## config.mk

```make
export PLATFORM = sky130hd
export DESIGN_NAME = serial_adder_fsm
export DESIGN_NICKNAME = d
export VERILOG_FILES = /design/src/rtl/serial_adder_fsm.sv
export SDC_FILE = /design/constraint.sdc
export NUM_CORES = 1
export LEC_CHECK = 0
export BUFFER_PORTS_ARGS = -buffer_cell sky130_fd_sc_hd__buf_4
export CORE_MARGIN = 4
export CORE_UTILIZATION = 35
export DETAILED_ROUTE_END_ITERATION = 8
export GPL_TIMING_DRIVEN = 0
export PLACE_DENSITY = 0.54
export SLEW_MARGIN = 20
export SYNTH_ARGS = -nofsm -noshare
export SYNTH_HDL_FRONTEND = slang
export SYNTH_SLANG_ARGS = --single-unit
```

## constraint.sdc

```tcl
create_clock -name clk -period 3.9 [get_ports clk]
set_input_delay 0 -clock clk [delete_from_list [all_inputs] [get_ports clk]]
set_output_delay 0 -clock clk [all_outputs]
set_load 0.1 [all_outputs]
```

## src/rtl/serial_adder_fsm.sv

```systemverilog
// Bit-serial adder: adds two WIDTH-bit operands LSB-first through one full-adder
// cell with a registered carry. Define SERIAL_ADDER_SUB_EN to add a-b via a sub port.
module serial_adder_fsm #(
    parameter int WIDTH = 8
) (
    input  logic             clk,
    input  logic             rst,
    input  logic             en,
    input  logic             start,
    input  logic [WIDTH-1:0] a,
    input  logic [WIDTH-1:0] b,
`ifdef SERIAL_ADDER_SUB_EN
    input  logic             sub,
`endif
    output logic             busy,
    output logic             done,
    output logic             sum_bit,
    output logic             sum_bit_valid,
    output logic [WIDTH-1:0] sum,
    output logic             carry_out
);

    localparam int CW = (WIDTH > 2) ? $clog2(WIDTH) : 1;
    localparam logic [CW-1:0] LAST_BIT = CW'(WIDTH - 1);

    typedef enum logic [1:0] {
        IDLE = 2'd0,
        RUN  = 2'd1,
        DONE = 2'd2
    } state_t;

    state_t          state;
    logic [WIDTH-1:0] a_sh;
    logic [WIDTH-1:0] b_sh;
    logic            carry;
    logic [CW-1:0]   count;
    logic            s_bit;
    logic            carry_next;
    logic            final_carry;

`ifdef SERIAL_ADDER_SUB_EN
    logic            sub_q;
    // Subtraction is a + ~b + 1; the final carry is the inverted borrow.
    assign final_carry = sub_q ? ~carry_next : carry_next;
`else
    assign final_carry = carry_next;
`endif

    // Single full-adder cell shared by every bit position.
    assign s_bit      = a_sh[0] ^ b_sh[0] ^ carry;
    assign carry_next = (a_sh[0] & b_sh[0]) | (a_sh[0] & carry) | (b_sh[0] & carry);

    assign busy = (state == RUN);
    assign done = (state == DONE);

    // NOTE: every register, including the operand shift registers, is cleared on
    // reset so a discarded partial result can never leak into a later operation.
    always_ff @(posedge clk) begin
        if (rst) begin
            state         <= IDLE;
            a_sh          <= '0;
            b_sh          <= '0;
            carry         <= 1'b0;
            count         <= '0;
            sum_bit       <= 1'b0;
            sum_bit_valid <= 1'b0;
            sum           <= '0;
            carry_out     <= 1'b0;
`ifdef SERIAL_ADDER_SUB_EN
            sub_q         <= 1'b0;
`endif
        end else begin
            // NOTE: non-blocking assignments throughout, so every register samples
            // the pre-edge values regardless of statement order.
            sum_bit_valid <= 1'b0;
            case (state)
                IDLE, DONE: begin
                    if (start) begin
                        a_sh      <= a;
                        count     <= '0;
                        sum       <= '0;
                        carry_out <= 1'b0;
`ifdef SERIAL_ADDER_SUB_EN
                        b_sh      <= sub ? ~b : b;
                        carry     <= sub;
                        sub_q     <= sub;
`else
                        b_sh      <= b;
                        carry     <= 1'b0;
`endif
                        state     <= RUN;
                    end else begin
                        state     <= IDLE;
                    end
                end
                RUN: begin
                    if (en) begin
                        a_sh          <= a_sh >> 1;
                        b_sh          <= b_sh >> 1;
                        carry         <= carry_next;
                        sum           <= {s_bit, sum[WIDTH-1:1]};
                        sum_bit       <= s_bit;
                        sum_bit_valid <= 1'b1;
                        count         <= count + 1'b1;
                        if (count == LAST_BIT) begin
                            carry_out <= final_carry;
                            state     <= DONE;
                        end
                    end
                end
                default: state <= IDLE;
            endcase
        end
    end

endmodule
```

* Yosys cells after proc, flatten, opt, wreduce, memory -nomap -nowiden
Cells that the tools add are included.
** Word-level totals
- Flip-flop bits (word level) :: 33
- Bits of input ports :: 20
- Output and inout bits :: 13
** Cells by class
- Add/subtract/negate cells :: 1
- Eq/ne operators :: 6
- Muxes and demuxes :: 23
- Bitwise logic cells :: 8
- Reductions and logical operators :: 8
** Operators with widths (number)
- $mux W8 :: 6
- $pmux W8 S2 :: 3
- $mux W1 :: 6
- $mux W3 :: 2
- $pmux W3 S2 :: 1
- $mux W2 :: 2
- $ne A2 B2 Y1 const B :: 2
- $pmux W1 S2 :: 2
- $pmux W2 S2 :: 1
- $reduce_and A2 Y1 :: 2
- $reduce_and A4 Y1 :: 1
- $reduce_or A2 Y1 :: 2
- $add A3 B1 Y3 const B :: 1
- $and A1 B1 Y1 :: 3
- $eq A3 B3 Y1 const B :: 1
- $reduce_and A3 Y1 :: 1
- $eq A2 B1 Y1 const B :: 1
- $eq A2 B2 Y1 const B :: 1
- $logic_not A2 Y1 :: 1
- $ne A2 B1 Y1 const B :: 1
- $or A1 B1 Y1 :: 2
- $reduce_bool A2 Y1 :: 1
- $xor A1 B1 Y1 :: 2
- $not A1 Y1 :: 1

* Longest topological paths before layout
Gate-level depths: netlist of the first run.
- Depth after elaboration :: 6
- Mapped depth :: 6

* Worst setup path before layout of the first run
Ideal clock, no wire load.
- Path type :: flip-flop to output port
- Start point :: register state[1]
- End point :: output done
- Arrival time :: 1.677 ns
- Required time :: 3.900 ns
- Slack :: 2.223 ns
- Stages on the path, launching flop included :: 2
- Path through :: dfxtp_1 nor2b_1
** On the way
- Cells in the longest elaborated chain, start to end :: 1
** RTL lines
- start: declaration :: line 32 : state_t state;
- start signal: assignment :: line 60 : state <= IDLE;
- start signal: assignment :: line 91 : state <= RUN;
- start signal: assignment :: line 93 : state <= IDLE;
- $eq A2 B2 Y1 :: line 54 : assign done = (state == DONE);
- end: declaration :: line 16 : output logic done,
No other way between the ends.

* Final worst setup path of the first run
- Start point :: register state[0]
- End point :: output busy
** On the way
- Cells in the longest elaborated chain, start to end :: 1
** RTL lines
- $eq A2 B1 Y1 :: line 53 : assign busy = (state == RUN);
- end: declaration :: line 15 : output logic busy,
No other way between the ends.

==> impl_metrics.ini, run 1 <==
[sta]
hold_viol_final = 0
period_share = 0.375
worstMarginPinSlew_ps = 517
worst_slack_ps = 2440
slew_headroom = 0.655
final.min_clock_period_ps = 1460
finalMaxSlewViolations = 0
rsz0062_at_grt = false
setup_viol = 0
fin_setup_tns_ps = 0
max_freq_ghz = 0.684
fin_skew_ps = 4.05

[placement]
dpl_cell_area_um2 = 1720
place_congestion = 0.738
dpl.hpwl_um = 2460
place_ws_ps = 2510
portBuffers = 31
placed_cells = 250

[global_route]
grt_start_max_net_pins = 11
antenna_found_initial = 0
grt_overflow_total = 0
grt_first_pass_wirelength_um = 5890
grt_pass1_vias = 1272
grtUsageTotal = 0.145

[cts]
tritoncts = yes
clock_sinks = 33
htreeDepth = 2
cts-root-buf = clkbuf_8
clockBufferDepth = 2
numCtsBuffers = 5
clock_latency_ps = 280
cts_setup_buffers = 0
clkTransAtPathRegs_ps = 70

[logic_synthesis]
synth_nets = 194
yosysSeqAreaShare = 0.464
ys_seq_elements = 33
synth_cells = 171
syn_area_per_cell_um2 = 8.33
ys_types = 24
synth_warnings = 0
synth_area_um2 = 1430

[job]
drv_cap = 0

[worst_setup_path]
start_kind = flip-flop
required_ps = 3900
r2r-end = b_sh[6]
arrival_ps = 1460
reg2regPathDepth = 4
reg2reg_from = state[0]
crit_fanout = 10
reg2reg_slack_ps = 2510
crit_type = reg -> out
endpoint_kind = primary output

[layout]
final_area_um2 = 1870
fillers = 390
drive_gt1_frac = 0.240
layoutNonFillerInstCount = 265
insertedDiodeCount = 0
syn_to_final_growth_pct = 31.3
final_net_count = 239

[run_status]
status = finished clean

[routing]
drc = 0
drtIter0Drc = 48
vias = 1345
viasPerCell = 5.08
wirelength_um = 3510
routedWlPerCell_um = 13.2
first_pass_iters = 4
ant_nets = 0

[floorplan]
dieArea_um2 = 5160
core_um2 = 3800
initial_core_util = 0.375
ios = 33
die_w_um = 71.8
rows = 22
die_h_um = 71.8

[min_path]
min_to = a_sh[4]
hold_class = in -> reg
hold_depth = 3
hold_start = a[4]

[pwr]
leakage_nw = 0.748
peakVddDrop_mv = 0.284
powerDensity_nw_per_um2 = 395
-- synth_stat cells --
cell type	n	area share
nand2_1	41	0.11
dfxtp_1	33	0.46
a21oi_1	17	0.060
nor3_1	15	0.053
a311oi_1	14	0.086
nand3_1	14	0.049
buf_2	6	0.021
nand2b_1	5	0.022
buf_6	4	0.032
clkbuf_1	3	0.0079
inv_1	3	0.0079
buf_4	2	0.011
ha_1	2	0.018
nor2b_1	2	0.0088
and3b_1	1	0.0061
buf_1	1	0.0026
clkinv_2	1	0.0035
fa_1	1	0.014
nand2_2	1	0.0044
nand3b_1	1	0.0053
nor2_1	1	0.0026
nor3b_1	1	0.0053
o211ai_1	1	0.0053
or3_1	1	0.0044
-- layer usage --
| metal | global-route usage | share of wire | vias to the layer above |
|---|---|---|---|
| met5 | 0 | 0 | - |
| met4 | 0.0689 | 0.016 | 0 |
| met3 | 0.0365 | 0.055 | 5 |
| met2 | 0.222 | 0.46 | 35 |
| met1 | 0.189 | 0.47 | 621 |
| li1 | - | - | 684 |
-- stage by stage --
stage | util | total power (W) | hold WS [ps]
finish | 0.492 | 0.000740 | 4.06
global route | 0.492 | 0.000776 | 9.84
CTS | 0.492 | 0.000746 | 0.313
detailed placement | 0.452 | 0.000498 | 267
global placement | 0.452 | 0.000495 | 265
floorplan | - | 0.000458 | 140
-- cells in the final DEF, fill, tap and decap left out, types with 2 or more instances in the layout --
cell	count
clkbuf_8	5
dfxtp_1	33
nand3_1	14
ha_1	2
nor2b_1	2
buf_4	33
clkinv_2	3
nand2b_1	5
nor3_1	15
nand2_1	41
buf_6	4
inv_1	3
dlygate4sd3_1	7
clkbuf_1	4
buf_2	6
a311oi_1	14
a21oi_1	17
-- worst max-delay path by stage --
stage	startpoint	to	slack [ps]	depth (start not counted)
2_1_floorplan	state[1]	done	2220	1
3_3_place_gp	state[0]	b_sh[3]	2530	4
3_5_place_dp	state[0]	b_sh[6]	2510	4
4_1_cts	state[0]	busy	2430	5
5_1_grt	state[0]	busy	2340	5
6_report	state[0]	busy	2440	5
-- sequential cells by signal, summed over array words and instances (netlist names) --
register	cells
b_sh	8
a_sh	8
sum	8
sum_bit_valid	1
count	3
carry_out	1
sum_bit	1
state	2
carry	1
-- critical path, stage by stage, from the launching register on --
cell and delay [ps]:
dfxtp_1 400, nand2b_1 90, buf_6 140, clkinv_2 100, buf_6 150, buf_4 300
-- report_power, final --
group          internal (W)  switching, W  total [W]
clock network      0.000123      0.000121   0.000244
logic             0.0000531     0.0000750   0.000128
registers          0.000357     0.0000107   0.000367
total              0.000533      0.000207   0.000740
-- logic make-up after synthesis --
kind of cell | after synthesis | synth area share
compound gates | 32 | 0.151
fa+ha+maj | 3 | 0.0316
buf+inv | 20 | 0.0852
flops | 33 | 0.464
simple gates | 83 | 0.269
-- what timing repair did --
action                    in CTS  in global routing
resized for setup              0                  0
hold endpoints to repair       7                  0
hold buffers                   7                  0
-- final cells by class --
type                       instances  area (um2)  share of cell area
clock inverter                     2        10.0             0.00535
sequential                        33         661               0.353
multi-input combinational        118         643               0.344
clock buffer                       6        72.6              0.0388
timing repair buffer              38         303               0.162
tap                               48        60.1              0.0321
buffer                            16         105              0.0562
inverter                           4        16.3             0.00870
Power figures use the tool's default switching activity.
==> inputs of run 2 (changes only) <==
==> constraint.sdc (replaced) <==
create_clock -name clk -period 1.4 [get_ports clk]
set_input_delay 0 -clock clk [delete_from_list [all_inputs] [get_ports clk]]
set_output_delay 0 -clock clk [all_outputs]
set_load 0.1 [all_outputs]
==> impl_metrics.ini, run 2 (same netlist as run 1, synthesis figures left out) <==
[layout]
final_net_count = 240
insertedDiodeCount = 0
final_common_cell = nand2_1
layoutNonFillerInstCount = 265
top_regs = a_sh: 8 flops, b_sh: 8 flops, sum: 8 flops
syn_to_final_growth_pct = 35.5
final_cell_mix = 41 x nand2_1, 35 x buf_4, 31 x dfxtp_1
drive_gt1_frac = 0.276

[routing]
wirelength_um = 3470
routedWlPerCell_um = 13.1
first_pass_iters = 4
vias = 1345
viasPerCell = 5.08
drc = 0
drtIter0Drc = 54
ant_nets = 0

[global_route]
grt_overflow_total = 0
grt_start_max_net_pins = 11
grt_first_pass_wirelength_um = 5630
grtUsageTotal = 0.139
grt_pass1_vias = 1236
antenna_found_initial = 0

[placement]
placed_cells = 250
dpl.hpwl_um = 2460
place_ws_ps = -7.65
place_congestion = 0.746
portBuffers = 31

[sta]
max_freq_ghz = 0.759
setup_viol = 0
worst_slack_ps = 82.3
period_share = 0.941
worstMarginPinSlew_ps = 508
finalMaxSlewViolations = 0
hold_viol_final = 0
final.min_clock_period_ps = 1320
fin_skew_ps = 2.68
slew_headroom = 0.661

[worst_setup_path]
required_ps = 1400
endpoint_kind = primary output
start_kind = flip-flop
reg2reg_from = a_sh[0]
reg2reg_slack_ps = 90
crit_fanout = 10
arrival_ps = 1320
crit_start = state[1]
reg2regPathDepth = 4
r2r-end = carry_out
crit_type = reg -> out

[cts]
clock_latency_ps = 280
tritoncts = yes
numCtsBuffers = 5
clkTransAtPathRegs_ps = 60
htreeDepth = 2
cts-root-buf = clkbuf_8
clockBufferDepth = 2
clock_sinks = 33

[floorplan]
initial_core_util = 0.375
die_w_um = 71.8
rows = 22
core_um2 = 3800
ios = 33
die_h_um = 71.8
dieArea_um2 = 5160

[min_path]
hold_class = in -> reg
hold_depth = 3
min_to = a_sh[0]
hold_start = a[0]

[pwr]
peakVddDrop_mv = 0.710
powerDensity_nw_per_um2 = 1100
leakage_nw = 0.764

[run_status]
status = finished clean

[job]
drv_cap = 0
-- run 2: changes by cell type in the layout (fill, tap and decap cells not counted), moves of 2 or more --
cell | before | now
dfxtp_2 | 0 | 2
clkinv_2 | 3 | 0
a311oi_1 | 14 | 11
a311oi_2 | 0 | 3
buf_2 | 6 | 3
clkbuf_4 | 0 | 2
dfxtp_1 | 33 | 31
buf_4 | 33 | 35
-- run 2: what timing repair did --
item / 4_1_cts / 5_1_grt
endpoints found under the hold margin: 6 / 0
gates cloned: 0 / 0
hold buffers: 6 / 0
resized for setup: 3 / 12
buffers inserted: 2 / 0
pin swaps: 1 / 0
setup endpoints to repair: 3 / 7
-- run 2: per-stage QoR --
step / util / hold WS (ps) / setup TNS [ps] / cell area, um2 / total power (W)
2_1_floorplan: - / 140 / 0 / 1430 / 0.00128
3_5_place_dp: 0.453 / 270 / -7.65 / 1720 / 0.00139
6_report: 0.508 / 1.53 / 0 / 1930 / 0.00212
4_1_cts: 0.498 / 1.77 / 0 / 1890 / 0.00211
5_1_grt: 0.508 / 0.223 / -5.31 / 1930 / 0.00222
3_3_place_gp: 0.453 / 265 / -27.9 / 1720 / 0.00138
-- run 2: worst max-delay path: stages, from the launching register on --
cell and delay, ps:
dfxtp_1 320, nand2b_1 150, buf_6 150, inv_4 90
buf_8 150, buf_12 180
-- run 2: area by class of cell --
class / instances / area (um2)
Sequential cell: 33 / 663
Tap cell: 48 / 60.1
Buffer: 16 / 116
Clock buffer: 7 / 86.3
Timing Repair Buffer: 39 / 320
Inverter: 4 / 17.5
Fill cell: 393 / 1870
Multi-Input combinational cell: 118 / 667
-- run 2: power by group --
group / internal, W / switching [W]
logic: 0.000166 / 0.000219
registers: 0.000995 / 0.0000296
clock network: 0.000390 / 0.000317
total: 0.00155 / 0.000566
-- run 2: how the worst max path moves through the flow --
stage / end / slack (ps) / depth (start not counted)
after floorplan: carry_out / 70 / 2
after global placement: b_sh[3] / -8 / 4
after detailed placement: b_sh[6] / -8 / 4
after CTS: carry_out / 20 / 4
after global routing: b_sh[4] / -5 / 5
final: busy / 80 / 5
-- run 2: routing by layer --
metal | vias to the layer above | GRT usage | wire, um | part of all wire
li1 | 685 | - | - | -
met1 | 616 | 0.174 | 1580 | 0.46
met2 | 42 | 0.219 | 1610 | 0.46
met3 | 2 | 0.0561 | 264 | 0.076
met4 | 0 | 0.0438 | 19 | 0.0055
met5 | - | 0 | 0 | 0
==> inputs of run 3 (changes only) <==
--- a/config.mk
+++ b/config.mk
@@ -11,6 +11,7 @@
 export DETAILED_ROUTE_END_ITERATION = 8
 export GPL_TIMING_DRIVEN = 0
 export PLACE_DENSITY = 0.54
+export RECOVER_POWER = 100
 export SLEW_MARGIN = 20
 export SYNTH_ARGS = -nofsm -noshare
 export SYNTH_HDL_FRONTEND = slang
==> impl_metrics.ini, run 3 (same netlist as run 1, synthesis figures left out) <==
[sta]
max_freq_ghz = 0.751
worstMarginPinSlew_ps = 549
fin_skew_ps = 2.32
setup_viol = 0
whs_ps = 8.69
final.min_clock_period_ps = 1330
period_share = 0.952
hold_viol_final = 0
finalMaxSlewViolations = 0
slew_headroom = 0.635

[layout]
final_area_um2 = 1900
syn_to_final_growth_pct = 33.3
regArea_um2 = 662
multi_input_area_um2 = 667
final_util = 0.500
fillers = 399
final_common_cell = nand2_1
final_cell_mix = 41 x nand2_1, 32 x dfxtp_1, 23 x buf_4
insertedDiodeCount = 0
drive_gt1_frac = 0.272
layoutNonFillerInstCount = 265
top_regs = a_sh: 8 flops, b_sh: 8 flops, sum: 8 flops
final_net_count = 240

[floorplan]
rows = 22
core_um2 = 3800
ios = 33
die_w_um = 71.8
die_h_um = 71.8
dieArea_um2 = 5160
initial_core_util = 0.375

[cts]
clkTransAtPathRegs_ps = 60
tritoncts = yes
cts-root-buf = clkbuf_8
clock_sinks = 33
clockBufferDepth = 2
clock_latency_ps = 270
htreeDepth = 2
numCtsBuffers = 5

[placement]
placed_cells = 250
portBuffers = 31
dpl_cell_area_um2 = 1720
dpl.hpwl_um = 2460
place_congestion = 0.746

[routing]
drtIter0Drc = 58
vias = 1347
drc = 0
wirelength_um = 3450
viasPerCell = 5.08
routedWlPerCell_um = 13.0
ant_nets = 0
first_pass_iters = 4

[worst_setup_path]
arrival_ps = 1540
crit_type = reg -> reg
required_ps = 1600
crit_fanout = 2
start_kind = flip-flop
endpoint_kind = flip-flop

[global_route]
grt_start_max_net_pins = 11
grt_pass1_vias = 1236
grtUsageTotal = 0.139
grt_first_pass_wirelength_um = 5630
antenna_found_initial = 0
grt_overflow_total = 0

[run_status]
status = finished clean

[pwr]
p_total_w = 0.00211
leakage_nw = 0.754
peakVddDrop_mv = 0.708
powerDensity_nw_per_um2 = 1110

[job]
drv_cap = 0

[min_path]
hold_class = in -> reg
run 3: cell count changes in the layout (fill, tap and decap cells not counted), sizes merged:
cell,previous run,this run
buf,44,32
clkbuf,12,24
run 3: layer usage:
metal  part of all wire  wire length [um]  global-route usage
met1               0.46              1590               0.174
met2               0.47              1630               0.219
met3              0.057               195              0.0561
met4             0.0078                27              0.0438
met5                  0                 0                   0
run 3: worst max-delay path, stage by stage, from the launching register on:
cell and delay (ps):
dfxtp_1 330, inv_1 70, fa_2 380, or3_1 370, a21oi_1 120
run 3: repair_timing:
action                                 in CTS  in global routing
buffers inserted                            2                  0
endpoints found under the hold margin       6                  0
pin swaps                                   1                  0
setup endpoints to repair                   3                  7
resized for setup                           3                 12
hold buffers                                6                  0
run 3: final timing paths:
kind / cells after the start / startpoint / slack (ps) / to
setup / recovery: 4 / a_sh[0] / 70 / carry_out
hold / removal: 3 / b[4] / 9 / b_sh[4]
setup reg to reg: 4 / a_sh[0] / 70 / carry_out
hold reg to reg: 2 / sum_bit / 460 / sum_bit
run 3: through the flow:
stage	setup WS, ps	setup TNS [ps]
finish	67.6	0
global route	-5.31	-5.31
CTS	16.5	0
detailed placement	-7.65	-7.65
global placement	-7.89	-27.9
floorplan	66.6	0
run 3: final cells by class:
cell class | instances | share of cell area
Sequential cell | 33 | 0.348
Timing Repair Buffer | 39 | 0.153
Clock buffer | 7 | 0.0455
Inverter | 4 | 0.00922
Multi-Input combinational cell | 118 | 0.351
Buffer | 16 | 0.0613
Tap cell | 48 | 0.0316
run 3: where the power goes:
part           leakage (nW)  total (W)  internal (W)  switching, W
clock network        0.0443   0.000700      0.000390      0.000311
registers             0.270    0.00102      0.000994     0.0000293
logic                 0.439   0.000382      0.000164      0.000218
